==> src/rtl/uart_rx.sv <==
// uart_rx: 8N1 asynchronous serial receiver, LSB first, mid-bit sampling.
// Optional feature macro: UART_RX_FRAME_ERR_EN
//   defined     -> a low stop bit pulses frame_err and suppresses po_flag/po_data
//   not defined -> stop-bit value ignored, frame_err tied low
module uart_rx #(
    parameter int unsigned UART_BPS = 9600,
    parameter int unsigned CLK_FREQ = 50_000_000
) (
    input  logic       sys_clk,
    input  logic       sys_rst,
    input  logic       rx,
    output logic [7:0] po_data,
    output logic       po_flag,
    output logic       frame_err
);

    localparam int unsigned BAUD_CNT_MAX  = CLK_FREQ / UART_BPS;
    localparam int unsigned BAUD_CNT_HALF = BAUD_CNT_MAX / 2;
    localparam int unsigned CNT_W         = 16;

    typedef enum logic [1:0] {
        IDLE  = 2'd0,
        START = 2'd1,
        DATA  = 2'd2,
        STOP  = 2'd3
    } state_t;

    state_t           r_state;
    state_t           w_state_next;
    logic             r_rx_s1;
    logic             r_rx_s2;
    logic             r_rx_s3;
    logic [CNT_W-1:0] r_baud_cnt;
    logic [2:0]       r_bit_cnt;
    logic [7:0]       r_shift_reg;
    logic [7:0]       r_po_data;
    logic             r_po_flag;
    logic             w_fall;
    logic             w_strike;
    logic             w_load;
    logic             w_shift;
    logic             w_bit_clr;
    logic             w_bit_inc;
`ifdef UART_RX_FRAME_ERR_EN
    logic             r_frame_err;
    logic             w_ferr;
`endif

    assign w_fall   = r_rx_s3 & ~r_rx_s2;
    assign w_strike = (r_baud_cnt == CNT_W'(BAUD_CNT_HALF));

    // Two-flop synchroniser plus one delay flop for falling-edge detection
    always_ff @(posedge sys_clk) begin
        if (sys_rst) begin
            r_rx_s1 <= 1'b1;
            r_rx_s2 <= 1'b1;
            r_rx_s3 <= 1'b1;
        end else begin
            r_rx_s1 <= rx;
            r_rx_s2 <= r_rx_s1;
            r_rx_s3 <= r_rx_s2;
        end
    end

    // FSM state register
    always_ff @(posedge sys_clk) begin
        if (sys_rst) begin
            r_state <= IDLE;
        end else begin
            r_state <= w_state_next;
        end
    end

    // Next-state and datapath control decode
    always_comb begin
        w_state_next = r_state;
        w_load       = 1'b0;
        w_shift      = 1'b0;
        w_bit_clr    = 1'b0;
        w_bit_inc    = 1'b0;
`ifdef UART_RX_FRAME_ERR_EN
        w_ferr       = 1'b0;
`endif
        case (r_state)
            IDLE: begin
                if (w_fall) begin
                    w_state_next = START;
                end
            end
            START: begin
                if (w_strike) begin
                    if (!r_rx_s2) begin
                        w_state_next = DATA;
                        w_bit_clr    = 1'b1;
                    end else begin
                        w_state_next = IDLE;
                    end
                end
            end
            DATA: begin
                if (w_strike) begin
                    w_shift = 1'b1;
                    if (r_bit_cnt == 3'd7) begin
                        w_state_next = STOP;
                    end else begin
                        w_bit_inc = 1'b1;
                    end
                end
            end
            STOP: begin
                if (w_strike) begin
                    w_state_next = IDLE;
`ifdef UART_RX_FRAME_ERR_EN
                    if (r_rx_s2) begin
                        w_load = 1'b1;
                    end else begin
                        w_ferr = 1'b1;
                    end
`else
                    w_load = 1'b1;
`endif
                end
            end
            default: w_state_next = IDLE;
        endcase
    end

    // Baud counter: held at 0 in IDLE (covers the edge-detect cycle), free-wraps otherwise
    always_ff @(posedge sys_clk) begin
        if (sys_rst || r_state == IDLE) begin
            r_baud_cnt <= '0;
        end else if (r_baud_cnt == CNT_W'(BAUD_CNT_MAX - 1)) begin
            r_baud_cnt <= '0;
        end else begin
            r_baud_cnt <= r_baud_cnt + CNT_W'(1);
        end
    end

    // Bit counter and LSB-first shift register
    always_ff @(posedge sys_clk) begin
        if (sys_rst) begin
            r_bit_cnt   <= 3'd0;
            r_shift_reg <= 8'h00;
        end else begin
            if (w_bit_clr) begin
                r_bit_cnt <= 3'd0;
            end else if (w_bit_inc) begin
                r_bit_cnt <= r_bit_cnt + 3'd1;
            end
            if (w_shift) begin
                r_shift_reg <= {r_rx_s2, r_shift_reg[7:1]};
            end
        end
    end

    // Registered byte output and one-cycle strobe
    always_ff @(posedge sys_clk) begin
        if (sys_rst) begin
            r_po_data <= 8'h00;
            r_po_flag <= 1'b0;
        end else begin
            r_po_flag <= w_load;
            if (w_load) begin
                r_po_data <= r_shift_reg;
            end
        end
    end

    assign po_data = r_po_data;
    assign po_flag = r_po_flag;

`ifdef UART_RX_FRAME_ERR_EN
    // Registered one-cycle framing-error strobe
    always_ff @(posedge sys_clk) begin
        if (sys_rst) begin
            r_frame_err <= 1'b0;
        end else begin
            r_frame_err <= w_ferr;
        end
    end

    assign frame_err = r_frame_err;
`else
    assign frame_err = 1'b0;
`endif

endmodule

==> config.mk <==
export PLATFORM = sky130hd
export DESIGN_NAME = uart_rx
export DESIGN_NICKNAME = d
export VERILOG_FILES = /design/src/rtl/uart_rx.sv
export SDC_FILE = /design/constraint.sdc
export NUM_CORES = 1
export LEC_CHECK = 0
export BUFFER_PORTS_ARGS = -buffer_cell sky130_fd_sc_hd__buf_2
export CAP_MARGIN = 20
export CORE_MARGIN = 4
export CORE_UTILIZATION = 25
export DETAILED_ROUTE_END_ITERATION = 16
export PLACE_DENSITY = 0.52
export REMOVE_ABC_BUFFERS = 1
export SYNTH_ARGS = -nofsm -noshare
export SYNTH_HDL_FRONTEND = slang
export SYNTH_SLANG_ARGS = --single-unit
==> constraint.sdc <==
create_clock -name sys_clk -period 2 [get_ports sys_clk]
set_clock_uncertainty 0.2 [all_clocks]
set_input_delay 0.1 -clock sys_clk [delete_from_list [all_inputs] [get_ports sys_clk]]
set_output_delay 0.1 -clock sys_clk [all_outputs]
set_load 0.02 [all_outputs]
# --- After elaboration in Yosys (flattened, before gate mapping) ---
# Index checks and enable logic that the tools add are counted.
totals:
  register_bits: 41
  out_inout_bits: 10
  wordCells: 45
op_classes:
  n_addsub: 2
  n_eq_ne: 11
  muxes: 16
  bitwise_logic: 2
  reduce_logical: 5
op_table:
  columns: ["operator", "count"]
  rows:
  - ["$add 16x1->16 const B", 1]
  - ["$eq 16x12->1 const B", 1]
  - ["$eq 16x13->1 const B", 1]
  - ["$mux 2", 6]
  - ["$ne 2x2->1 const B", 5]
  - ["$mux 1", 9]
  - ["$pmux 2 s4", 1]
  - ["$reduce_and 5->1", 1]
  - ["$eq 2x2->1 const B", 2]
  - ["$reduce_or 2->1", 2]
  - ["$add 3x1->3 const B", 1]
  - ["$eq 3x3->1 const B", 1]
  - ["$eq 2x1->1 const B", 1]
  - ["$logic_not 2->1", 1]
  - ["$and 1x1->1", 1]
  - ["$logic_or 1x1->1", 1]
  - ["$not 1->1", 1]

# --- Longest topological paths before layout ---
# Gate-level depths: netlist (run 1).
logic_depth:
  word_depth: 4
  ltp_mapped: 7
  mapped_depth_nobuf: 6

# --- Worst setup path after synthesis (run 1) ---
# Ideal clock, no wire load.
synth_timing:
  path_type: "reg2reg"
  from: "reg r_baud_cnt[7]"
  to: "reg r_po_data[2], in the netlist po_data[2]"
  setup_time_ns: 0.132
  arrival_time_ns: 1.698
  t_required_ns: 1.668
  setup_slack_ns: -0.031
  path_stages_with_launch: 6
  path_buffers: 1
  synth_period_minus_slack_ns: 2.031
  path_cell_list: "dfxtp_1 > or3_1 > or4_4 > clkbuf_1 > o21ai_0 > a21oi_1"
synth_via:
  elab_chain_cells: 3
synth_lines:
  columns: ["item", "line", "rtl"]
  rows:
  - ["from (decl)", "33", "logic [CNT_W-1:0] r_baud_cnt;"]
  - ["from (signal assigned)", "135", "r_baud_cnt <= r_baud_cnt + CNT_W'(1);"]
  - ["$eq 16x12->1", "50", "assign w_strike = (r_baud_cnt == CNT_W'(BAUD_CNT_HALF));"]
  - ["$mux 1", "111", "if (w_strike) begin"]
  - ["$mux 1", "84", "case (r_state)"]
  - ["to (signal assigned)", "164", "r_po_data <= r_shift_reg;"]
  - ["to (decl)", "36", "logic [7:0] r_po_data;"]
# No other way between the ends.
# A chain may end at the register's enable or synchronous reset.

# --- Final worst setup path (run 1) ---
layout_timing:
  from: "reg r_baud_cnt[7]"
  to: "reg r_po_data[4], in the netlist po_data[4]"
# The elaborated chain is that of the path after synthesis.

==> results by group, run 1 <==
Yosys
  • Yosys top cell by area: dfxtp_1
  • Synth Instances: 201
  • Yosys reg bits: 41
  • Most frequent cells after synthesis: dfxtp_1, nand3_1, a21oi_1, nor2_1, o21ai_1
  • Post-synth EDFFs: 0
  • YS warnings: 0
  • Share of synthesized registers carrying an async set or reset: 0%
  • Top FF cell, synth: dfxtp_1
  • Mean Syn Cell Area: 8.71 um^2
  • Sequential fraction of the synthesis area: 46.9%
  • Cell with the most instances after synthesis: dfxtp_1
  • Synth top area share: 46.9%
  • Synthesized cell area: 1750 um^2
  • Top post-synthesis cells by area: dfxtp_1, nand3_1, a21oi_1
  • Yosys cell types: 32

Global route
  • Largest net degree at the start of global routing: 26
  • Antenna violations before repair: 0
  • First-pass GRT wire length: 6260 um
  • Vias in the first global route: 1345
  • Remaining global-route overflow: 0
  • GR Util All Layers: 9.17%

Critical path
  • R2R depth: 5
  • Worst setup EP type: flop
  • Cells along the critical path: or3_4 -> or4_4 -> buf_8 -> o21ai_0 -> a21oi_1
  • Maximum fanout along the worst path: 20
  • Worst R2R Start: r_baud_cnt[7]$_SDFF_PP0_
  • Worst Setup EP: po_data[4]$_SDFFE_PP0P_
  • Critical path type: flop to flop
  • Worst Setup SP: r_baud_cnt[7]$_SDFF_PP0_
  • Crit-path slowest cell: or4_4
  • Arr. time, crit path: 1970 ps
  • Worst R2R End: po_data[4]$_SDFFE_PP0P_
  • Flop2flop setup slack: -20 ps
  • Worst EP required: 1960 ps
  • Startpoint types: flop
  • CP max stage delay: 550 ps

Die
  • Rows: 30
  • Starting Density: 25.8%
  • Die X: 91.7 um
  • Die outline area: 8400 um^2
  • I/O pin count: 13
  • CORE AREA: 6790 um^2
  • Die Height: 91.7 um

Placement
  • Port buffer count: 11
  • Placer Congestion: 0.749
  • Dpl hpwl: 2610 um

Clocking
  • Worst skew pair latency: 290 ps
  • Longest Clk Path Bufs: 2
  • Number of buffers created by CTS: 5
  • Clock-pin slew on the worst setup and hold paths: 80 ps
  • CTS root buffer: clkbuf_8
  • Num Clock Sinks: 41
  • CTS tree: built
  • H-tree depth: 2

Timing
  • Final Setup Violations: 3
  • Max-slew violations: 0
  • Final hold violation count: 0
  • Period utilisation layout: 101%
  • RSZ-0062 raised after global routing: yes
  • Final Worst Setup Slack: -15.1 ps
  • Worst Hold Slack: 41.3 ps
  • Final min period: 2020 ps
  • FMAX: 496 MHz

Finish
  • Area grow syn2layout: 26.9%
  • Share of cells above drive strength 1: 22.6%
  • Max reg flops: 16
  • Nets@finish: 240
  • Diode count: 0

Power and ir drop
  • Worst VDD drop: 0.000340 V
  • Cell Pwr Density: 696 nW/um^2
  • Leakage power total: 0.770 nW
  • Tot Pwr: 1.55 mW

Drt
  • Vias: 1511
  • Avg Vias per Cell: 4.58
  • Post-route DRC: 0
  • Post-DRT Antenna Nets: 0
  • Iter 0 DRT Violations: 49
  • Wire length per cell: 11.7 um
  • Overall routed net length: 3850 um
  • DRT Pass-1 Iters: 4

Outcome
  • Failing checks: negative setup slack
  • Status: complete, but fails checks

Job
  • Max cap viols: 0

Hold path
  • Hold WC Path Type: input port to flop
-- area by class of cell --
class	instances	area [um^2]
clock buffer	6	82.6
clock inverter	2	37.5
fill	735	4570
inverter	5	18.8
multi-input combinational	144	883
sequential	41	823
tap	96	120
timing repair buffer	36	256
-- critical path: cells and delay by family, from the launching register on --
kind | cells | cell delay [ps]
buffers and inverters | 1 | 180
AO/OA/AOI/OAI | 2 | 250
AND/OR/NAND/NOR | 2 | 930
flip-flops | 1 | 330
-- placed cells by master, fill, tap and decap left out, drive strengths merged, types with 5 or more instances in the layout --
cell,netlist,routed
dfxtp,41,41
buf,3,35
nand3,25,25
a21oi,23,23
o21ai,20,20
nor2,16,16
xor2,9,9
nand2,7,7
clkbuf,8,6
inv,5,5
nand4,5,5
-- per-layer routing --
layer | GRT usage, % | up-vias | wire, um
li1 | - | 782 | -
met1 | 12.0 | 693 | 1880
met2 | 14.3 | 31 | 1770
met3 | 2.87 | 5 | 157
met4 | 3.02 | 0 | 46
met5 | 0 | - | 0
-- power by group --
part / total (mW) / switching, mW / internal, mW
sequential: 0.823 / 0.00345 / 0.820
clock: 0.695 / 0.289 / 0.406
combinational: 0.0285 / 0.0177 / 0.0107
total: 1.55 / 0.311 / 1.24
-- cells by family (layout without fill, tap and decap cells) --
family,Yosys count,after routing,share of synthesized area (%)
AO/OA/AOI/OAI,49,49,15.4
other,1,1,0.214
adder cells (fa/ha/maj),4,4,2.86
flip-flops,41,41,46.9
buffers and inverters,16,49,3.79
AND/OR/NAND/NOR,79,79,25.4
XOR/XNOR,11,11,5.50
-- stage by stage --
stage	cells	cell area (um^2)	setup WS (ps)	TNS, ps	utilization [%]
2_1_floorplan	190	1700	-1080	-20650	-
3_3_place_gp	318	2040	-44.0	-448	30.1
3_5_place_dp	318	2040	-64.1	-666	30.1
4_1_cts	327	2180	6.89	0	32.1
5_1_grt	330	2220	-105	-1200	32.7
6_report	330	2220	-15.1	-31.3	32.7
-- worst min path at each step --
stage / endpoint / depth (start not counted) / startpoint / slack (ps)
finish: r_shift_reg[1]$_SDFFE_PP0P_ / 2 / sys_rst / 40
CTS: r_shift_reg[0]$_SDFFE_PP0P_ / 2 / sys_rst / 30
detailed placement: r_rx_s1$_SDFF_PP1_ / 2 / rx / 90
floorplan: flop / 1 / sys_rst / -30
global route: po_data[3]$_SDFFE_PP0P_ / 2 / sys_rst / 70
global placement: r_rx_s1$_SDFF_PP1_ / 2 / rx / 100
-- what timing repair did --
action,in CTS,in global routing
endpoints found under the hold margin,1,0
hold buffers,1,0
setup endpoints to repair,18,30
pin swaps,1,3
buffers inserted,0,2
resized for setup,2,13
gates cloned,0,1
(Power assumes the default switching activity.)
==> run 2: changes to the inputs <==
--- a/config.mk
+++ b/config.mk
@@ -12,3 +12,3 @@
 export DETAILED_ROUTE_END_ITERATION = 16
-export PLACE_DENSITY = 0.52
+export PLACE_DENSITY = 0.4
 export REMOVE_ABC_BUFFERS = 1
==> constraint.sdc (replaced) <==
create_clock -name sys_clk -period 2 [get_ports sys_clk]
set_clock_uncertainty 0.2 [all_clocks]
set_input_delay 0.2 -clock sys_clk [delete_from_list [all_inputs] [get_ports sys_clk]]
set_output_delay 0.2 -clock sys_clk [all_outputs]
set_load 0.02 [all_outputs]
==> run 2 against run 1 <==
The flow now finishes without violations. Die area unchanged. Sequential share of layout area decreased by 1.2 points. Global-route usage increased by 1.3 points. Via count increased by 0.40%. First-iteration DRC count decreased by 39%. Clock-buffer cell count decreased by 1. Maximum frequency increased by 1.5%. Critical path type unchanged. Critical endpoint is now r_bit_cnt[0]$_SDFFE_PP0P_. Largest cell class unchanged.
==> results by group, run 2 (same netlist as run 1, synthesis figures left out) <==
Critical path
  • Worst setup EP type: flop
  • Startpoint types: flop
  • Critical path type: flop to flop
  • Worst EP required: 2030 ps (+70 ps)
  • Arr. time, crit path: 2010 ps (+40 ps)
  • Maximum fanout along the worst path: 3 (-85%)

Clocking
  • H-tree depth: 2 (unchanged)
  • Worst skew pair latency: 290 ps (about the same)
  • Buffer count from post-CTS setup fixing: 0 (unchanged)
  • Longest Clk Path Bufs: 2 (unchanged)
  • Number of buffers created by CTS: 5 (unchanged)
  • Clock-pin slew on the worst setup and hold paths: 80 ps (about the same)
  • CTS tree: built
  • CTS root buffer: clkbuf_8
  • Num Clock Sinks: 41 (unchanged)

Power and ir drop
  • Cell Pwr Density: 718 nW/um^2 (+3.2%)
  • Tot Pwr: 1.66 mW (+7.0%)
  • Leakage power total: 0.795 nW (+3.2%)
  • Worst VDD drop: 0.000243 V (-29%)

Drt
  • Iter 0 DRT Violations: 30 (-39%)
  • Post-route DRC: 0 (unchanged)
  • DRT Pass-1 Iters: 4 (unchanged)
  • Overall routed net length: 4260 um (+11%)
  • Wire length per cell: 12.8 um (+10%)
  • Avg Vias per Cell: 4.57 (-0.21%)
  • Post-DRT Antenna Nets: 0 (unchanged)
  • Vias: 1517 (+0.40%)

Finish
  • Area grow syn2layout: 31.7%
  • Diode count: 0 (unchanged)
  • Non-Filler Instances: 332 (+0.61%)
  • Max reg flops: 16 (unchanged)
  • Most common cell after layout, fill and taps aside: dfxtp_1
  • Commonest cells after routing, fill and taps aside: dfxtp_1, nand3_1, buf_4, a21oi_1
  • Share of cells above drive strength 1: 26.7% (+4.0 points)
  • Nets@finish: 242 (+0.83%)
  • Fin util: 33.9% (+1.2 points)
  • Design Area, Final: 2300 um^2 (+3.7%)

Timing
  • Final Setup Violations: 0 (-3)
  • RSZ-0062 raised after global routing: yes
  • Post-Route Setup TNS: 0 ps (+31.3 ps)
  • Worst Hold Slack: 41.3 ps (+0.0705 ps)
  • Max-slew violations: 0 (unchanged)
  • Final Worst Setup Slack: 14.7 ps (+29.8 ps)
  • Final hold violation count: 0 (unchanged)
  • Final min period: 1990 ps (-29.8 ps)
  • FMAX: 504 MHz (+1.5%)
  • Period utilisation layout: 99.3% (-1.5 points)

Outcome
  • Status: finished clean

Global route
  • Vias in the first global route: 1467 (+9.1%)
  • First-pass GRT wire length: 7130 um (+14%)
  • GR Util All Layers: 10.4% (+1.3 points)
  • Largest net degree at the start of global routing: 18 (-31%)
  • Remaining global-route overflow: 0 (unchanged)
  • Antenna violations before repair: 0 (unchanged)

Die
  • Die X: 91.7 um (unchanged)
  • I/O pin count: 13 (unchanged)
  • CORE AREA: 6790 um^2 (unchanged)
  • Rows: 30 (unchanged)
  • Starting Density: 25.8% (unchanged)
  • Die Height: 91.7 um (unchanged)
  • Die outline area: 8400 um^2 (unchanged)

Placement
  • Post-placement cell area: 2060 um^2 (+1.1%)
  • Inst Count DP: 321 (+0.94%)
  • Dpl hpwl: 2890 um (+11%)
  • Placer Congestion: 0.755 (+0.84%)
  • DP Worst Slack: -42.8 ps (+21.4 ps)
  • Port buffer count: 11 (unchanged)

Hold path
  • Hold WC Path Type: input port to flop

Job
  • Max cap viols: 0 (unchanged)
==> run 2: where the power goes <==
part / switching (mW) / internal (mW) / total (mW)
combinational: 0.0213 / 0.0145 / 0.0358
sequential: 0.00368 / 0.820 / 0.823
clock: 0.300 / 0.496 / 0.796
==> run 2: critical path, cell delays in order, from the launching register on <==
cell and delay, ps:
dfxtp_1 310, or3_4 380, or4_4 540, or3_1 380, a21oi_1 120
==> run 2: worst paths after layout <==
check	startpoint	endpoint	slack [ps]	cells after the start
worst max-delay path	r_baud_cnt[7]$_SDFF_PP0_	r_bit_cnt[0]$_SDFFE_PP0P_	10	4
worst max register to register	r_baud_cnt[7]$_SDFF_PP0_	r_bit_cnt[0]$_SDFFE_PP0P_	10	4
worst min-delay path	sys_rst	r_shift_reg[4]$_SDFFE_PP0P_	40	2
worst min register to register	r_rx_s1$_SDFF_PP1_	r_rx_s2$_SDFF_PP1_	220	1
==> run 2: what timing repair did <==
action                     CTS  global route
hold endpoints to repair     1             0
resized for setup            1            28
hold buffers                 1             0
setup endpoints to repair    8            30
pin swaps                    1             8
cloned                       0             2
==> run 2: layout make-up <==
| type | instances | area, um^2 |
|---|---|---|
| timing repair buffer | 38 | 264 |
| inverter | 5 | 18.8 |
| multi-input combinational | 144 | 942 |
| fill | 717 | 4490 |
| sequential | 41 | 826 |
| clock inverter | 3 | 65.1 |
| tap | 96 | 120 |
| clock buffer | 5 | 68.8 |
==> run 2: metal layers <==
| layer | GRT usage (%) | part of all wire [%] | up-vias |
|---|---|---|---|
| met1 | 14.9 | 54 | 705 |
| li1 | - | - | 790 |
| met2 | 14.9 | 41 | 17 |
| met4 | 3.77 | 1.4 | 0 |
| met3 | 2.87 | 3.3 | 5 |
| met5 | 0 | 0 | - |
==> run 3: changes to the inputs <==
PLACE_DENSITY = 0.39   (was 0.4)
clock period = 2.55 ns   (was 2 ns; I/O delays follow)
==> run 3 against run 2 <==
Worst setup slack improved by 250 ps. First-iteration DRC count increased by 87%. Combinational power shrank 39%. Critical path type unchanged. Power down 29%. Utilization decreased by 3.7 points. Via count is 5.9% lower.
==> results by group, run 3 (same netlist as run 1, synthesis figures left out) <==
Outcome
  • Status: finished clean

Placement
  • Dpl hpwl: 2590 um (-10%)
  • DP Worst Slack: 278 ps (+321 ps)
  • Placer Congestion: 0.682 (-9.7%)
  • Port buffer count: 11 (unchanged)

Finish
  • Register area: 821 um^2 (-0.61%)
  • Fill cells: 750 (+4.6%)
  • Max reg flops: 16 (unchanged)
  • Commonest cells after routing, fill and taps aside: dfxtp_1, nand3_1, a21oi_1, nor2_1
  • Nets@finish: 223 (-7.9%)
  • Share of cells above drive strength 1: 14.8% (-12 points)
  • Most common cell after layout, fill and taps aside: dfxtp_1
  • Multi-input gate area: 870 um^2 (-7.7%)
  • Diode count: 0 (unchanged)
  • Fin util: 30.2% (-3.7 points)
  • Area grow syn2layout: 17.2%

Critical path
  • CP most frequent cell: or3_1
  • CP max stage delay: 710 ps (+170 ps)
  • Arr. time, crit path: 2310 ps (+300 ps)
  • Worst setup EP type: flop
  • Crit-path slowest cell: or4_4
  • Startpoint types: flop
  • Cells along the critical path: or3_1 -> or4_4 -> or3_1 -> a21oi_1
  • Worst EP required: 2580 ps (+550 ps)
  • Maximum fanout along the worst path: 23 (+20)
  • Critical path type: flop to flop

Timing
  • RSZ-0062 raised after global routing: no
  • Final Worst Setup Slack: 267 ps (+252 ps)
  • Final hold violation count: 0 (unchanged)
  • Max-slew violations: 0 (unchanged)
  • FMAX: 438 MHz (-13%)
  • Final Setup Violations: 0 (unchanged)
  • Period utilisation layout: 89.5% (-9.7 points)
  • Final min period: 2280 ps (+298 ps)

Job
  • Max cap viols: 0 (unchanged)

Global route
  • Largest net degree at the start of global routing: 26 (+8)
  • Remaining global-route overflow: 0 (unchanged)
  • Antenna violations before repair: 0 (unchanged)
  • GR Util All Layers: 9.99% (-0.44 points)
  • First-pass GRT wire length: 6710 um (-6.0%)
  • Vias in the first global route: 1359 (-7.4%)

Die
  • CORE AREA: 6790 um^2 (unchanged)
  • I/O pin count: 13 (unchanged)
  • Starting Density: 25.8% (unchanged)
  • Die outline area: 8400 um^2 (unchanged)
  • Die X: 91.7 um (unchanged)
  • Rows: 30 (unchanged)
  • Die Height: 91.7 um (unchanged)

Hold path
  • Hold WC Path Type: input port to flop

Drt
  • Post-route DRC: 0 (unchanged)
  • Vias: 1428 (-5.9%)
  • Avg Vias per Cell: 4.58 (+0.17%)
  • Overall routed net length: 3940 um (-7.5%)
  • Iter 0 DRT Violations: 56 (+87%)
  • Post-DRT Antenna Nets: 0 (unchanged)
  • Wire length per cell: 12.6 um (-1.6%)
  • DRT Pass-1 Iters: 4 (unchanged)

Clocking
  • Post-CTS sizing: 0 (-1)
  • Longest Clk Path Bufs: 2 (unchanged)
  • CTS tree: built
  • Clock-pin slew on the worst setup and hold paths: 80 ps (about the same)
  • Num Clock Sinks: 41 (unchanged)
  • H-tree depth: 2 (unchanged)
  • Number of buffers created by CTS: 5 (unchanged)
  • Worst skew pair latency: 290 ps (about the same)
  • CTS root buffer: clkbuf_8

Power and ir drop
  • Leakage power total: 0.675 nW (-15%)
  • Tot Pwr: 1.18 mW (-29%)
  • Worst VDD drop: 0.000189 V (-22%)
  • Cell Pwr Density: 576 nW/um^2 (-20%)
==> run 3: cell count changes in the layout (fill, tap and decap cells not counted), sizes merged <==
| cell | delta |
|---|---|
| buf | -19 |
| bufinv | -1 |
==> run 3: worst paths after layout <==
check / to / startpoint / slack, ps / cells after the start
min: po_data[6]$_SDFFE_PP0P_ / sys_rst / 210 / 2
min reg2reg: r_rx_s2$_SDFF_PP1_ / r_rx_s1$_SDFF_PP1_ / 210 / 1
max reg2reg: r_bit_cnt[0]$_SDFFE_PP0P_ / r_baud_cnt[7]$_SDFF_PP0_ / 270 / 4
max: r_bit_cnt[0]$_SDFFE_PP0P_ / r_baud_cnt[7]$_SDFF_PP0_ / 270 / 4
==> run 3: worst max-delay path: cells and delay by family, from the launching register on <==
family | cells | cell delay, ps
flip-flops | 1 | 350
AND/OR/NAND/NOR | 3 | 1540
AO/OA/AOI/OAI | 1 | 140
==> run 3: layout make-up <==
class                      count  share of cell area [%]
clock buffer                   5                    3.36
clock inverter                 2                    1.71
inverter                       5                   0.915
multi-input combinational    144                    42.4
sequential                    41                    40.0
tap                           96                    5.86
timing repair buffer          19                    5.74
==> run 3: stage by stage <==
stage | cells | hold WS (ps) | setup TNS (ps) | instance area, um^2
6_report | 312 | 213 | 0 | 2050
4_1_cts | 312 | 209 | 0 | 2050
5_1_grt | 312 | 218 | 0 | 2050
3_5_place_dp | 304 | 203 | 0 | 1940
2_1_floorplan | 190 | 124 | -8890 | 1700
3_3_place_gp | 304 | 194 | 0 | 1940
==> run 3: routing by layer <==
metal | share of wire [%] | vias to the layer above | global-route usage [%]
met4 | 0.96 | 0 | 5.15
met5 | 0 | - | 0
li1 | - | 747 | -
met3 | 4.1 | 4 | 2.38
met2 | 43 | 22 | 15.0
met1 | 52 | 655 | 13.3
==> run 3: power by group <==
part / internal [mW] / switching (mW)
sequential: 0.643 / 0.00324
combinational: 0.00775 / 0.0143
clock: 0.285 / 0.228
==> run 3: what timing repair did <==
item / in CTS / in global routing
endpoints found under the hold margin: 1 / 0
setup buffers: 0 / 0
hold buffers: 1 / 0
